--- src/rtl/led_animation_ctrl.sv ---
// led_animation_ctrl: one-shot 5-LED sweep-left / sweep-right / flash sequencer with registered output.
// Define LED_ANIM_LOOP_EN to restart the sequence back-to-back while active is held high.
module led_animation_ctrl #(
    parameter int STEP_CYCLES = 3,
    parameter int FLASH_COUNT = 2
) (
    input  logic       clk,
    input  logic       reset,
    input  logic       active,
    output logic [4:0] led
);
    localparam int TOTAL = 9 + 2 * FLASH_COUNT;
    localparam int CW    = $clog2(STEP_CYCLES + 1);
    localparam int FW    = $clog2(TOTAL);

    typedef enum logic [1:0] {IDLE, SWEEP_L, SWEEP_R, FLASH} state_t;

    state_t        r_state, w_state_nxt;
    logic [CW-1:0] r_cyc, w_cyc_nxt;
    logic [FW-1:0] r_frame, w_frame_nxt, w_frame_inc;
    logic [4:0]    r_led, w_led_nxt;
    logic [2:0]    w_sh;
    logic          r_active_q, w_start, w_wrap, w_last, w_loop;

    assign w_start     = active & ~r_active_q;
    assign w_wrap      = r_cyc == CW'(STEP_CYCLES - 1);
    assign w_last      = r_frame == FW'(TOTAL - 1);
    assign w_frame_inc = r_frame + FW'(1);
    assign led         = r_led;

`ifdef LED_ANIM_LOOP_EN
    assign w_loop = active;
`else
    assign w_loop = 1'b0;
`endif

    always_ff @(posedge clk or negedge reset) begin
        if (!reset) begin
            r_state    <= IDLE;
            r_cyc      <= '0;
            r_frame    <= '0;
            r_led      <= '0;
            r_active_q <= 1'b0;
        end else begin
            r_state    <= w_state_nxt;
            r_cyc      <= w_cyc_nxt;
            r_frame    <= w_frame_nxt;
            r_led      <= w_led_nxt;
            r_active_q <= active;
        end
    end

    // One global frame index 0..TOTAL-1 spans all three phases.
    always_comb begin
        w_state_nxt = r_state;
        w_frame_nxt = r_frame;
        w_cyc_nxt   = r_cyc;
        if (r_state == IDLE) begin
            w_cyc_nxt   = '0;
            w_frame_nxt = '0;
            w_state_nxt = w_start ? SWEEP_L : IDLE;
        end else if (!w_wrap) begin
            w_cyc_nxt = r_cyc + CW'(1);
        end else begin
            w_cyc_nxt   = '0;
            w_frame_nxt = w_last ? '0 : w_frame_inc;
            w_state_nxt = w_last ? (w_loop ? SWEEP_L : IDLE) :
                          w_frame_inc == FW'(5) ? SWEEP_R :
                          w_frame_inc == FW'(9) ? FLASH : r_state;
        end
    end

    // Sweep-right frames 5..8 light bit (8 - frame), i.e. -frame modulo 8.
    always_comb begin
        w_sh      = w_state_nxt == SWEEP_L ? w_frame_nxt[2:0] : 3'd0 - w_frame_nxt[2:0];
        w_led_nxt = w_state_nxt == IDLE  ? 5'b00000 :
                    w_state_nxt == FLASH ? {5{w_frame_nxt[0]}} : 5'b00001 << w_sh;
    end
endmodule

--- config.mk ---
export PLATFORM = sky130hd
export DESIGN_NAME = led_animation_ctrl
export DESIGN_NICKNAME = d
export VERILOG_FILES = /design/src/rtl/led_animation_ctrl.sv
export SDC_FILE = /design/constraint.sdc
export NUM_CORES = 1
export LEC_CHECK = 0
export ABC_AREA = 1
export CAP_MARGIN = 20
export CORE_UTILIZATION = 25
export CTS_CLUSTER_SIZE = 25
export DETAILED_ROUTE_END_ITERATION = 12
export SLEW_MARGIN = 10
export SYNTH_ARGS = -nofsm -noshare
export SYNTH_HDL_FRONTEND = slang
export SYNTH_SLANG_ARGS = --single-unit
export TNS_END_PERCENT = 100
--- constraint.sdc ---
create_clock -name clk -period 2.45 [get_ports clk]
set_input_delay 0.49 -clock clk [delete_from_list [all_inputs] [get_ports clk]]
set_output_delay 0.49 -clock clk [all_outputs]
set_load 0.1 [all_outputs]
; Word-level counts from Yosys, hierarchy flattened
; Cells that the tools add are included.
[totals]
input_bits = 3
output_inout_bits = 5
word_cells = 35
regBits = 14
[classes]
reduce_logical = 3
bitwise = 2
muxes = 14
addsub = 3
n_eq_ne = 6
shifts = 1
[op_table]
columns = operator, count
row1 = $mux 2, 7
row2 = $mux 4, 3
row3 = $mux 5, 2
row4 = $eq 4x4->1 const B, 2
row5 = $shl 1x3->5 const A, 1
row6 = $add 4x1->4 const B, 1
row7 = $eq 2x2->1 const B, 2
row8 = $eq 4x3->1 const B, 1
row9 = $logic_not 2->1, 2
row10 = $mux 3, 1
row11 = $sub 1x3->3 const A, 1
row12 = $add 2x1->2 const B, 1
row13 = $eq 2x1->1 const B, 1
row14 = $reduce_bool 2->1, 1
row15 = $and 1x1->1, 1
row16 = $mux 1, 1
row17 = $not 1->1, 1

; Longest topological paths before layout
[depth]
depth_word = 12
ltp_mapped = 15

; Worst setup path before layout
; OpenSTA, ideal clock, no wires.
[synth_timing]
path_type = reg2reg
start = register r_frame[0]
end = register r_led[1], in the netlist led[1]
stages_incl_launch_ff = 13
path_buffers = 0
slack_ps = 482
t_arrival_ps = 1843
synth_period_minus_slack_ps = 1968
cell_sequence = dfrtp_1 inv_1 ha_1 nor2_1 nor3_1 inv_1 ha_1 xnor2_1 nand2_2 nand2_2 nor2_1 nor2_1 nor2_1
[synth_between]
word_cells_on_any_way = 20
[synth_rtl]
columns = element, line
row1 = "start, declared", 20  ; logic [FW-1:0] r_frame, w_frame_nxt, w_frame_inc;
row2 = "start signal, assigned", 47  ; r_frame <= w_frame_nxt;
row3 = $add 4x1->4 or $eq 4x4->1 (tied branches), "28, 27"
row4 = $mux 4 *, 66  ; w_frame_nxt = w_last ? '0 : w_frame_inc;
row5 = $mux 4 *, 62  ; end else if (!w_wrap) begin
row6 = $mux 4 *, 58  ; if (r_state == IDLE) begin
row7 = via w_frame_nxt[1], 20
row8 = $sub 1x3->3, 75  ; w_sh = w_state_nxt == SWEEP_L ? w_frame_nxt[2:0] : 3'd0 - w_frame_nxt[2:0];
row9 = $mux 3 *, 75
row10 = $shl 1x3->5 *, 77  ; w_state_nxt == FLASH ? {5{w_frame_nxt[0]}} : 5'b00001 << w_sh;
row11 = $mux 5 *, 77
row12 = $mux 5 *, 76  ; w_led_nxt = w_state_nxt == IDLE ? 5'b00000 :
row13 = via w_led_nxt[1], 21  ; logic [4:0] r_led, w_led_nxt;
row14 = "end signal, assigned", 48  ; r_led <= w_led_nxt;
row15 = "end, declared", 21
; The timed path passes the listed nets; every way through them passes the cells marked *. The select of a mux whose other input is x is not followed.
; A chain may end at the register's enable or synchronous reset.

; Worst setup path in the final report
[layout_timing]
start = register r_frame[0]
end = register r_led[1], in the netlist led[1]
[layout_between]
elab_chain_len = 12
word_cells_on_any_way = 20
[layout_rtl]
columns = element, line
row1 = $add 4x1->4, 28  ; assign w_frame_inc = r_frame + FW'(1);
row2 = $eq 4x4->1, 69  ; w_frame_inc == FW'(9) ? FLASH : r_state;
row3 = $mux 2, 69
row4 = $mux 2, 68  ; w_frame_inc == FW'(5) ? SWEEP_R :
row5 = $mux 2, 67  ; w_state_nxt = w_last ? (w_loop ? SWEEP_L : IDLE) :
row6 = $mux 2, 62
row7 = $mux 2, 58
row8 = $eq 2x1->1, 75
row9 = $mux 3, 75
row10 = $shl 1x3->5, 77
row11 = $mux 5, 77
row12 = $mux 5 *, 76
row13 = via w_led_nxt[1], 21
; Marked as above.

==> summary.md <==
| Metric | Value |
|---|---|
| Status | `finished, final reports clean` |
| Die height | `60.2 µm` |
| Gr usage total | `10.8%` |
| H-tree depth | `1` |
| Vias in the first global route | `633` |
| Max Slew Vio Count | `0` |
| Maximum capacitance violations | `0` |
| CTS tree | `built` |
| Port bufs | `7` |
| RSZ-0062 raised after global routing | `false` |
| Ys async rst share | `100%` |
| Sequential area share after synthesis | `41.4%` |
| ANT cells | `0` |
| Post-layout util | `32.0%` |
| Gpl congestion | `0.847` |
| Largest delay share family, worst path | `simple AND/OR/NAND/NOR gates` |
| Vias | `689` |
| Total CTS buffers | `3` |
| Clk sinks | `14` |
| Kind of critical path | `reg -> reg` |
| Initial drt markers | `23` |
| Antenna viol nets, final | `0` |
| Final #Nets | `126` |
| Synth top area share | `41.4%` |
| Post-place setup slack | `0.287 ns` |
| Synth top area cells | `dfrtp_1 (41%), ha_1 (8.9%), nand2_1 (8.0%)` |
| Detailed-route wire length per cell | `10.3 µm` |
| Critical Path Max Stage Delay | `0.41 ns` |
| Max Freq | `463 MHz` |
| WP data required | `2.61 ns` |
| Mean post-synth cell area | `8.13 µm²` |
| # setup viols final | `0` |
| Slew of the pin with the lowest slew margin | `0.638 ns` |
| Clock Pin Slew Worst Setup and Hold Paths | `0.09 ns` |
| Nature of the critical path endpoint | `flip-flop` |
| Initial cell density of the core | `27.0%` |
| Worst-skew pair later-pin latency | `0.28 ns` |
| Crit-path slowest cell | `dfrtp_1` |
| Core area | `0.00313 mm²` |
| Unique cell type count in the Yosys netlist | `21` |
| Routed WL | `1660 µm` |
| First-pass GRT wire length | `2820 µm` |
| Mapped Nets | `113` |
| Drt first pass iters | `4` |
| Min Clock Period, post-route | `2.16 ns` |
| Post-route clock skew | `0.00470 ns` |
| Startpoint class of the critical path | `flip-flop` |
| Final worst slack | `0.288 ns` |
| IO Count | `8` |
| Most common cell after layout, fill and taps aside | `nand2_1` |
| Layout fillers | `335` |
| Most numerous cell on the critical path | `nor2_1` |
| Die area | `0.00362 mm²` |
| Post-synth EDFFs | `0` |
| Data arrival, critical path | `2.33 ns` |
| Clk buf depth | `2` |
| Multi-input logic area | `424 µm²` |
| Fin crit share | `88.2%` |
| Antenna violations before repair | `0` |
| Normalized max-slew margin | `57.3%` |
| Chip width | `60.2 µm` |
| Worst-path cell chain | `inv_1 > ha_1 > nand3_1 > o22ai_2 > inv_1 > nand2_1 > ha_1 > xnor2_1 > nand2_2 > nand2_2 > nor2_1 > nor2_1 > nor2_1` |
| CTS root buf | `clkbuf_4` |
| Final hold vios | `0` |
| Ys Warns | `0` |
| Fin Setup TNS | `0 ns` |
| Hold-fix buffers, CTS | `0` |
| Commonest non-fill, non-tap cells in the layout | `nand2_1 (18), inv_1 (16), dfrtp_1 (14)` |
| Synth area leader | `dfrtp_1` |
| Largest net degree at the start of global routing | `15` |
| Yosys reg bits | `14` |
| Crit path buffers/inverters | `2` |
| Area grow syn2layout | `18.5%` |
| PostCTS Resize Cnt | `0` |
| GRT overflow | `0` |
| Postcts setup bufs | `0` |
| Reg area | `350 µm²` |
| Post-DP HPWL | `1290 µm` |
| Fraction of layout cells with a size suffix above 1 | `21.6%` |
| Num rows | `20` |
| Most common flop cell mapped by yosys | `dfrtp_1` |
| DR vias/cell | `4.31` |
| Hold WC Path Type | `reg -> reg` |
| Critical path peak fanout | `7` |
| Number of remaining DRC errors | `0` |
| Mapped Area | `846 µm²` |
| Post-synthesis cell count | `104` |
## kinds of logic (layout without fill, tap and decap cells)
group / Yosys count / in the layout / share of synthesized area [%]
fa+ha+maj: 6 / 6 / 8.88
xor+xnor: 2 / 2 / 2.07
flops: 14 / 14 / 41.4
compound gates: 7 / 7 / 5.77
buf+inv: 19 / 31 / 8.43
simple gates: 56 / 56 / 33.4
## layout make-up
cell class | count | share of cell area [%]
repair buffers | 8 | 6.49
flip-flops and latches | 14 | 35.0
well taps | 44 | 5.49
multi-input cells | 71 | 42.3
inverters | 19 | 7.12
clock buffers | 4 | 3.62
## metrics by stage
stage | instance area (µm²) | instances | hold slack, ns
after global routing | 1000 | 160 | 0.471
after floorplan | 846 | 104 | 0.194
final | 1000 | 160 | 0.443
after global placement | 966 | 156 | 0.420
after CTS | 1000 | 160 | 0.452
after detailed placement | 966 | 156 | 0.437
## worst reg2reg max path, delay by kind of cell (launching register included)
kind                     cells  cell delay (ns)
AO/OA/AOI/OAI                1             0.09
flip-flops                   1             0.41
adder cells (fa/ha/maj)      2             0.48
buffers and inverters        2             0.22
AND/OR/NAND/NOR              7             0.65
XOR/XNOR                     1             0.21
## final timing paths
path                       slack (ns)        from         end  depth (start not counted)
max                              0.29  r_frame[0]      led[1]                         13
min                              0.44    r_cyc[0]    r_cyc[0]                          1
max reg2reg                      0.29  r_frame[0]      led[1]                         13
min reg2reg                      0.44    r_cyc[0]    r_cyc[0]                          1
max in group asynchronous        1.44       reset    r_cyc[0]                          1
min in group asynchronous        0.60       reset  r_frame[3]                          1
## cell usage after synthesis, types with 3 or more instances
| library cell | n |
|---|---|
| ha_1 | 6 |
| nand3_1 | 11 |
| nand2_1 | 18 |
| inv_2 | 3 |
| dfrtp_1 | 14 |
| nand2_2 | 4 |
| nor3_1 | 3 |
| nor2_1 | 12 |
| nand2_4 | 4 |
| inv_1 | 16 |
| a21oi_1 | 3 |
## flip-flops by register name (all words and copies together) (netlist names)
| register | flops |
|---|---|
| led | 5 |
| r_frame | 4 |
| r_cyc | 2 |
| r_state | 2 |
| r_active_q | 1 |
## per-layer routing
| metal | vias up | global-route usage (%) | share of wire (%) | wire length, µm |
|---|---|---|---|---|
| li1 | 351 | - | - | - |
| met1 | 323 | 13.6 | 49 | 803 |
| met2 | 11 | 16.2 | 47 | 777 |
| met3 | 4 | 2.38 | 2.7 | 44 |
| met4 | 0 | 7.31 | 1.8 | 29 |
| met5 | - | 0 | 0 | 0 |
Power is left out: the tool's default activity adds up to more than one toggle a clock period on the data nets, which glitch-free logic cannot reach.
